<file path="src/rtl/pipeline_hazard_ctrl.sv">
// -----------------------------------------------------------------------------
// pipeline_hazard_ctrl
//
// Hazard controller for a short in-order pipeline. It resolves three hazard
// kinds in fixed priority order:
//   1. memory stall  - the MEM stage is waiting on memory (whole pipe frozen)
//   2. load-use      - the ID instruction needs the result of the load in EX
//                      (PC and IF/ID held, a bubble goes into EX)
//   3. taken branch  - the IF/ID instruction is squashed for BR_PENALTY cycles
// A memory wait that lasts too long is abandoned and mem_timeout is latched
// until reset. After that, memory requests no longer stall the pipe.
//
// Parameters
//   TIMEOUT     maximum stalled MEM_WAIT cycles before giving up (2..255)
//   BR_PENALTY  flush cycles per taken branch (1..15)
//   CNTW        width of the saturating stall counter
//
// Ports
//   clk, rst_n                     clock, asynchronous active-low reset
//   id_valid                       ID stage holds a valid instruction
//   id_ropa/id_ropb                ID source register addresses
//   id_ropa_is_reg/id_ropb_is_reg  operand really reads a register
//   id_branch                      ID instruction is a taken branch
//   ex_valid, ex_memrd, ex_rd      EX valid, EX is a load, EX destination
//   mem_req, mem_ready             MEM request and memory acknowledge
//   stall_if, stall_id             hold PC + IF/ID, hold ID/EX
//   bubble_ex                      insert a NOP into EX
//   stall_mem                      freeze EX/MEM/WB
//   flush_id                       squash the IF/ID instruction
//   mem_timeout                    sticky memory-timeout flag
//   stall_count                    saturating count of stall_if cycles
//   state                          RUN=0, MEM_WAIT=1, BR_FLUSH=2
// -----------------------------------------------------------------------------
module pipeline_hazard_ctrl #(
    parameter int TIMEOUT    = 16,
    parameter int BR_PENALTY = 1,
    parameter int CNTW       = 16
) (
    input  logic            clk,
    input  logic            rst_n,
    input  logic            id_valid,
    input  logic [3:0]      id_ropa,
    input  logic [3:0]      id_ropb,
    input  logic            id_ropa_is_reg,
    input  logic            id_ropb_is_reg,
    input  logic            id_branch,
    input  logic            ex_valid,
    input  logic            ex_memrd,
    input  logic [3:0]      ex_rd,
    input  logic            mem_req,
    input  logic            mem_ready,
    output logic            stall_if,
    output logic            stall_id,
    output logic            bubble_ex,
    output logic            stall_mem,
    output logic            flush_id,
    output logic            mem_timeout,
    output logic [CNTW-1:0] stall_count,
    output logic [1:0]      state
);

    typedef enum logic [1:0] {
        RUN      = 2'd0,
        MEM_WAIT = 2'd1,
        BR_FLUSH = 2'd2,
        ILLEGAL  = 2'd3
    } state_e;

    localparam logic [7:0] WAIT_LAST = 8'(TIMEOUT - 1);
    localparam logic [3:0] BR_LOAD   = 4'(BR_PENALTY - 1);

    state_e          state_q, state_d;
    logic [3:0]      br_cnt_q, br_cnt_d;
    logic [7:0]      wait_cnt_q, wait_cnt_d;
    logic            mem_timeout_q, mem_timeout_d;
    logic [CNTW-1:0] stall_count_q;

    logic memstall;
    logic loaduse;

    // Once the timeout flag is set, memory requests can no longer stall.
    assign memstall = mem_req & ~mem_ready & ~mem_timeout_q;

    // Register 15 is never a real load destination, so it cannot create a hazard.
    assign loaduse = ex_valid & ex_memrd & id_valid & (ex_rd != 4'd15) &
                     ((id_ropa_is_reg & (id_ropa == ex_rd)) |
                      (id_ropb_is_reg & (id_ropb == ex_rd)));

    always_ff @(posedge clk or negedge rst_n) begin
        if (!rst_n) begin
            state_q       <= RUN;
            br_cnt_q      <= 4'd0;
            wait_cnt_q    <= 8'd0;
            mem_timeout_q <= 1'b0;
            stall_count_q <= '0;
        end else begin
            state_q       <= state_d;
            br_cnt_q      <= br_cnt_d;
            wait_cnt_q    <= wait_cnt_d;
            mem_timeout_q <= mem_timeout_d;
            if (stall_if && (stall_count_q != {CNTW{1'b1}})) begin
                stall_count_q <= stall_count_q + 1'b1;
            end
        end
    end

    always_comb begin
        state_d       = state_q;
        br_cnt_d      = br_cnt_q;
        wait_cnt_d    = wait_cnt_q;
        mem_timeout_d = mem_timeout_q;
        stall_if      = 1'b0;
        stall_id      = 1'b0;
        bubble_ex     = 1'b0;
        stall_mem     = 1'b0;
        flush_id      = 1'b0;

        // Combinational outputs are gated so they read 0 throughout reset.
        if (rst_n) begin
            if (state_q == ILLEGAL) begin
                state_d  = RUN;
                br_cnt_d = 4'd0;
                if (memstall) begin
                    stall_if  = 1'b1;
                    stall_id  = 1'b1;
                    stall_mem = 1'b1;
                end
            end else if (memstall) begin
                stall_if  = 1'b1;
                stall_id  = 1'b1;
                stall_mem = 1'b1;
                // br_cnt is left untouched so an interrupted branch flush
                // resumes once memory answers.
                if (state_q == MEM_WAIT) begin
                    if (wait_cnt_q == WAIT_LAST) begin
                        mem_timeout_d = 1'b1;
                        state_d       = RUN;
                        wait_cnt_d    = 8'd0;
                        br_cnt_d      = 4'd0;
                    end else begin
                        wait_cnt_d = wait_cnt_q + 8'd1;
                    end
                end else begin
                    state_d    = MEM_WAIT;
                    wait_cnt_d = 8'd1;
                end
            end else begin
                unique case (state_q)
                    RUN: begin
                        if (loaduse) begin
                            stall_if  = 1'b1;
                            stall_id  = 1'b1;
                            bubble_ex = 1'b1;
                        end else if (id_valid && id_branch) begin
                            flush_id = 1'b1;
                            if (BR_PENALTY > 1) begin
                                state_d  = BR_FLUSH;
                                br_cnt_d = BR_LOAD;
                            end
                        end
                    end
                    MEM_WAIT: begin
                        // Memory answered (or the request went away): release.
                        wait_cnt_d = 8'd0;
                        state_d    = (br_cnt_q != 4'd0) ? BR_FLUSH : RUN;
                    end
                    BR_FLUSH: begin
                        flush_id = 1'b1;
                        if (br_cnt_q <= 4'd1) begin
                            state_d  = RUN;
                            br_cnt_d = 4'd0;
                        end else begin
                            br_cnt_d = br_cnt_q - 4'd1;
                        end
                    end
                    default: begin
                        state_d = RUN;
                    end
                endcase
            end
        end
    end

    assign mem_timeout = mem_timeout_q;
    assign stall_count = stall_count_q;
    assign state       = state_q;

endmodule

</file>
<file path="config.mk">
export PLATFORM = sky130hd
export DESIGN_NAME = pipeline_hazard_ctrl
export DESIGN_NICKNAME = d
export VERILOG_FILES = /design/src/rtl/pipeline_hazard_ctrl.sv
export SDC_FILE = /design/constraint.sdc
export NUM_CORES = 1
export LEC_CHECK = 0
export CORE_MARGIN = 1.5
export CORE_UTILIZATION = 45
export DETAILED_ROUTE_END_ITERATION = 8
export PLACE_DENSITY = 0.74
export SYNTH_ARGS = -nofsm -noshare
export SYNTH_HDL_FRONTEND = slang
export SYNTH_SLANG_ARGS = --single-unit
</file>
<file path="constraint.sdc">
create_clock -name clk -period 2.7 [get_ports clk]
set_clock_uncertainty 0.05 [all_clocks]
set_input_delay 0.27 -clock clk [delete_from_list [all_inputs] [get_ports clk]]
set_output_delay 0.27 -clock clk [all_outputs]
set_load 0.02 [all_outputs]
</file>
==> results of run 1 <==
placed cells by master (no fill, tap or decap), types with 4 or more instances in the layout:
master	count
nand2b_1	4
clkbuf_8	5
xor2_1	17
o21ai_0	13
nand2_1	15
nand3_1	11
a21oi_1	4
o21ai_1	4
nor3_1	4
nand4_1	5
nor2_1	20
dfrtp_1	31
clkdlybuf4s50_1	42
inv_1	6
ha_1	5
xnor2_1	7
buf_4	5
through the flow:
stage / utilization [%] / hold WS [ns] / area (um2) / setup slack (ns)
after floorplan: - / -0.0756 / 1850 / 0.623
after global placement: 59.2 / 0.431 / 2350 / 0.0239
after detailed placement: 59.2 / 0.431 / 2350 / 0.0330
after CTS: 61.3 / 0.443 / 2430 / 0.0230
after global routing: 61.5 / 0.459 / 2440 / 0.0176
final: 61.5 / 0.438 / 2440 / 0.132
kinds of logic after synthesis:
group / after synthesis
DFF: 31
xor gates and xnor gates: 24
and+or+nand+nor: 82
buffers and inverters: 14
muxes: 2
AOI/OAI and AO/OA: 34
adders and majority gates: 5
metal layers:
layer	vias up	global-route usage (%)	wire length, um
li1	762	-	-
met1	691	24.9	1790
met2	43	30.4	1750
met3	6	6.67	252
met4	0	6.12	55
met5	-	0	0
path summary, 6_finish.rpt:
kind                                       startpoint                         end  cells past startpoint
min reg2reg                stall_count[9]$_DFFE_PN0P_  stall_count[9]$_DFFE_PN0P_                      1
max reg2reg                stall_count[0]$_DFFE_PN0P_  stall_count[1]$_DFFE_PN0P_                      6
max                                          ex_rd[1]                   bubble_ex                      6
max in group asynchronous                       rst_n     br_cnt_q[1]$_DFFE_PN0P_                      2
min                        stall_count[9]$_DFFE_PN0P_  stall_count[9]$_DFFE_PN0P_                      1
min in group asynchronous                       rst_n   wait_cnt_q[3]$_DFFE_PN0P_                      2
flip-flops by register name, summed over array words and instances (netlist names):
register,count
stall_count,16
mem_timeout,1
state,2
wait_cnt_q,8
br_cnt_q,4
power groups by stage:
stage	combinational (W)	sequential, W	clock [W]
6_report	0.000289	0.000561	0.000347
4_1_cts	0.000292	0.000562	0.000354
2_1_floorplan	0.000107	0.000603	0
3_5_place_dp	0.000291	0.000570	0
5_1_grt	0.000320	0.000573	0.000383
3_3_place_gp	0.000286	0.000567	0
cell type report:
class	count	area (um2)
clock inverters	1	5.00
flip-flops and latches	31	776
fillers	352	1530
inverters	7	26.3
multi-input cells	147	1000
well taps	50	62.6
clock buffers	7	76.3
repair buffers	50	495
what timing repair did:
item | CTS | global route
setup endpoints to repair | 0 | 3
resized for setup | 0 | 3
hold buffers | 0 | 0
critical path: cells and delay by family:
family                 cells  cell delay [ns]
buffers and inverters      2             1.07
AND/OR/NAND/NOR            2             0.47
AO/OA/AOI/OAI              1             0.23
XOR/XNOR                   1             0.20
==> flow_summary.ini, run 1 <==
[place]
numPortBuffers = 45
place_inst = 285
globalplace.congestion = 0.837
hpwl_um = 2890

[global_route]
antenna_found_initial = 0
grt-ovfl-total = 0
grt_pass1_wl_um = 6450
grt_pass1_vias = 1411
grt_max_degree = 38
grt_usage_pct = 19.3

[synthesis]
syn_nets = 219
muxShareOfSynthArea_pct = 1.42
synth_common_cells = 31 x dfrtp_1, 20 x nor2_1, 17 x xor2_1, 15 x nand2_1, 13 x o21ai_0
synth_top_family_by_area = simple AND/OR/NAND/NOR gates
synth_top_cell_area_share_pct = 41.8
yosys.area_share.adder_pct = 3.37
synth_ff_type = dfrtp_1
avgSynthCellArea_um2 = 9.66
yosys_warnings = 0
ys_types = 46
yosysSeqAreaShare_pct = 41.8
synth_edf_count = 0
syn_inst = 192
synthSimpleGateAreaFrac_pct = 26.2
synth.area.top_cells = dfrtp_1 42%, xor2_1 8.0%, nor2_1 4.0%
synth_seq_cells = 31
synth_compound_area_share_pct = 11.5
netlist_area_um2 = 1850
synth-async-reset-ratio_pct = 100
synth.most_common_cell = dfrtp_1
synth-xor-area-share_pct = 11.3
yosys.area.top_type = dfrtp_1

[sta]
max_freq_ghz = 0.389
grt_setup_unrepaired = false
fin_tns_setup_ns = 0
hold_viol_final = 0
drv_slew = 0
tightest_slew_ns = 0.659
post-route-period-util_pct = 95.1
period_needed_ns = 2.57
slew_headroom_pct = 56.1
setup_violations = 0

[worst_setup_path]
cp_slowest_cell = clkdlybuf4s50_1
cpMostUsedCell = clkdlybuf4s50_1
critPathKind = in2out
crit_fanout = 4
worstPathRequired_ns = 2.38
arrival_ns = 2.25
ff2ff_setup_slack_ns = 0.47
path_cells = clkdlybuf4s50_1, xor2_1, nor4_2, o21a_2, and2_2, clkdlybuf4s50_1
end_kind = output port
startpoint_type = primary input
max_stage_delay_ns = 0.61

[cts]
clk_path_buf_depth = 2
cts_sinks = 31
clk_pin_slew_ns = 0.06
clk_latency_ns = 0.28
cts_tree = done
cts_inserted_buffers = 5
postCtsSetupRepairBufs = 0
htreeDepth = 2
clockRootBuffer = clkbuf_8

[layout]
n_antenna_cell = 0
final_nets = 269
fin_cells = 293
area_growth_pct = 31.6
drive_gt1_share_pct = 11.5

[pwr]
comb_power_share_pct = 24.1
p_per_area_nw_per_um2 = 490
p_leak_nw = 1.15
pwr-share-clk_pct = 29.0
power.total_w = 0.00120
peakVddDrop_mv = 0.259
p_int_w = 0.000834
p_seq_share_pct = 46.9
switchingPower_w = 0.000363
netSwitchingFraction_pct = 30.3

[detailed_routing]
via_per_inst = 5.13
drt_iter0_markers = 75
drcViolationCount = 0
antenna_left = 0
num_vias = 1502
wl_um = 3840
wl_per_cell_um = 13.1
firstDrtPassIters = 4

[run_status]
status = finished, final reports clean

[floorplan]
start_util_pct = 46.7
core_area_um2 = 3970
rows = 23
die_h_um = 67.2
dieWidth_um = 67.2
io_pins = 46
floorplan.die_area_um2 = 4510

[worst_hold_path]
min_path_type = reg2reg

[job]
max-cap-violations = 0
Note: power is estimated with default switching activity, not from simulation.
==> inputs of run 2 (changes only) <==
Settings changed: CAP_MARGIN set to 20.
==> results of run 2 <==
Same layout as run 1: the final DEF is identical, and so are final timing and power.
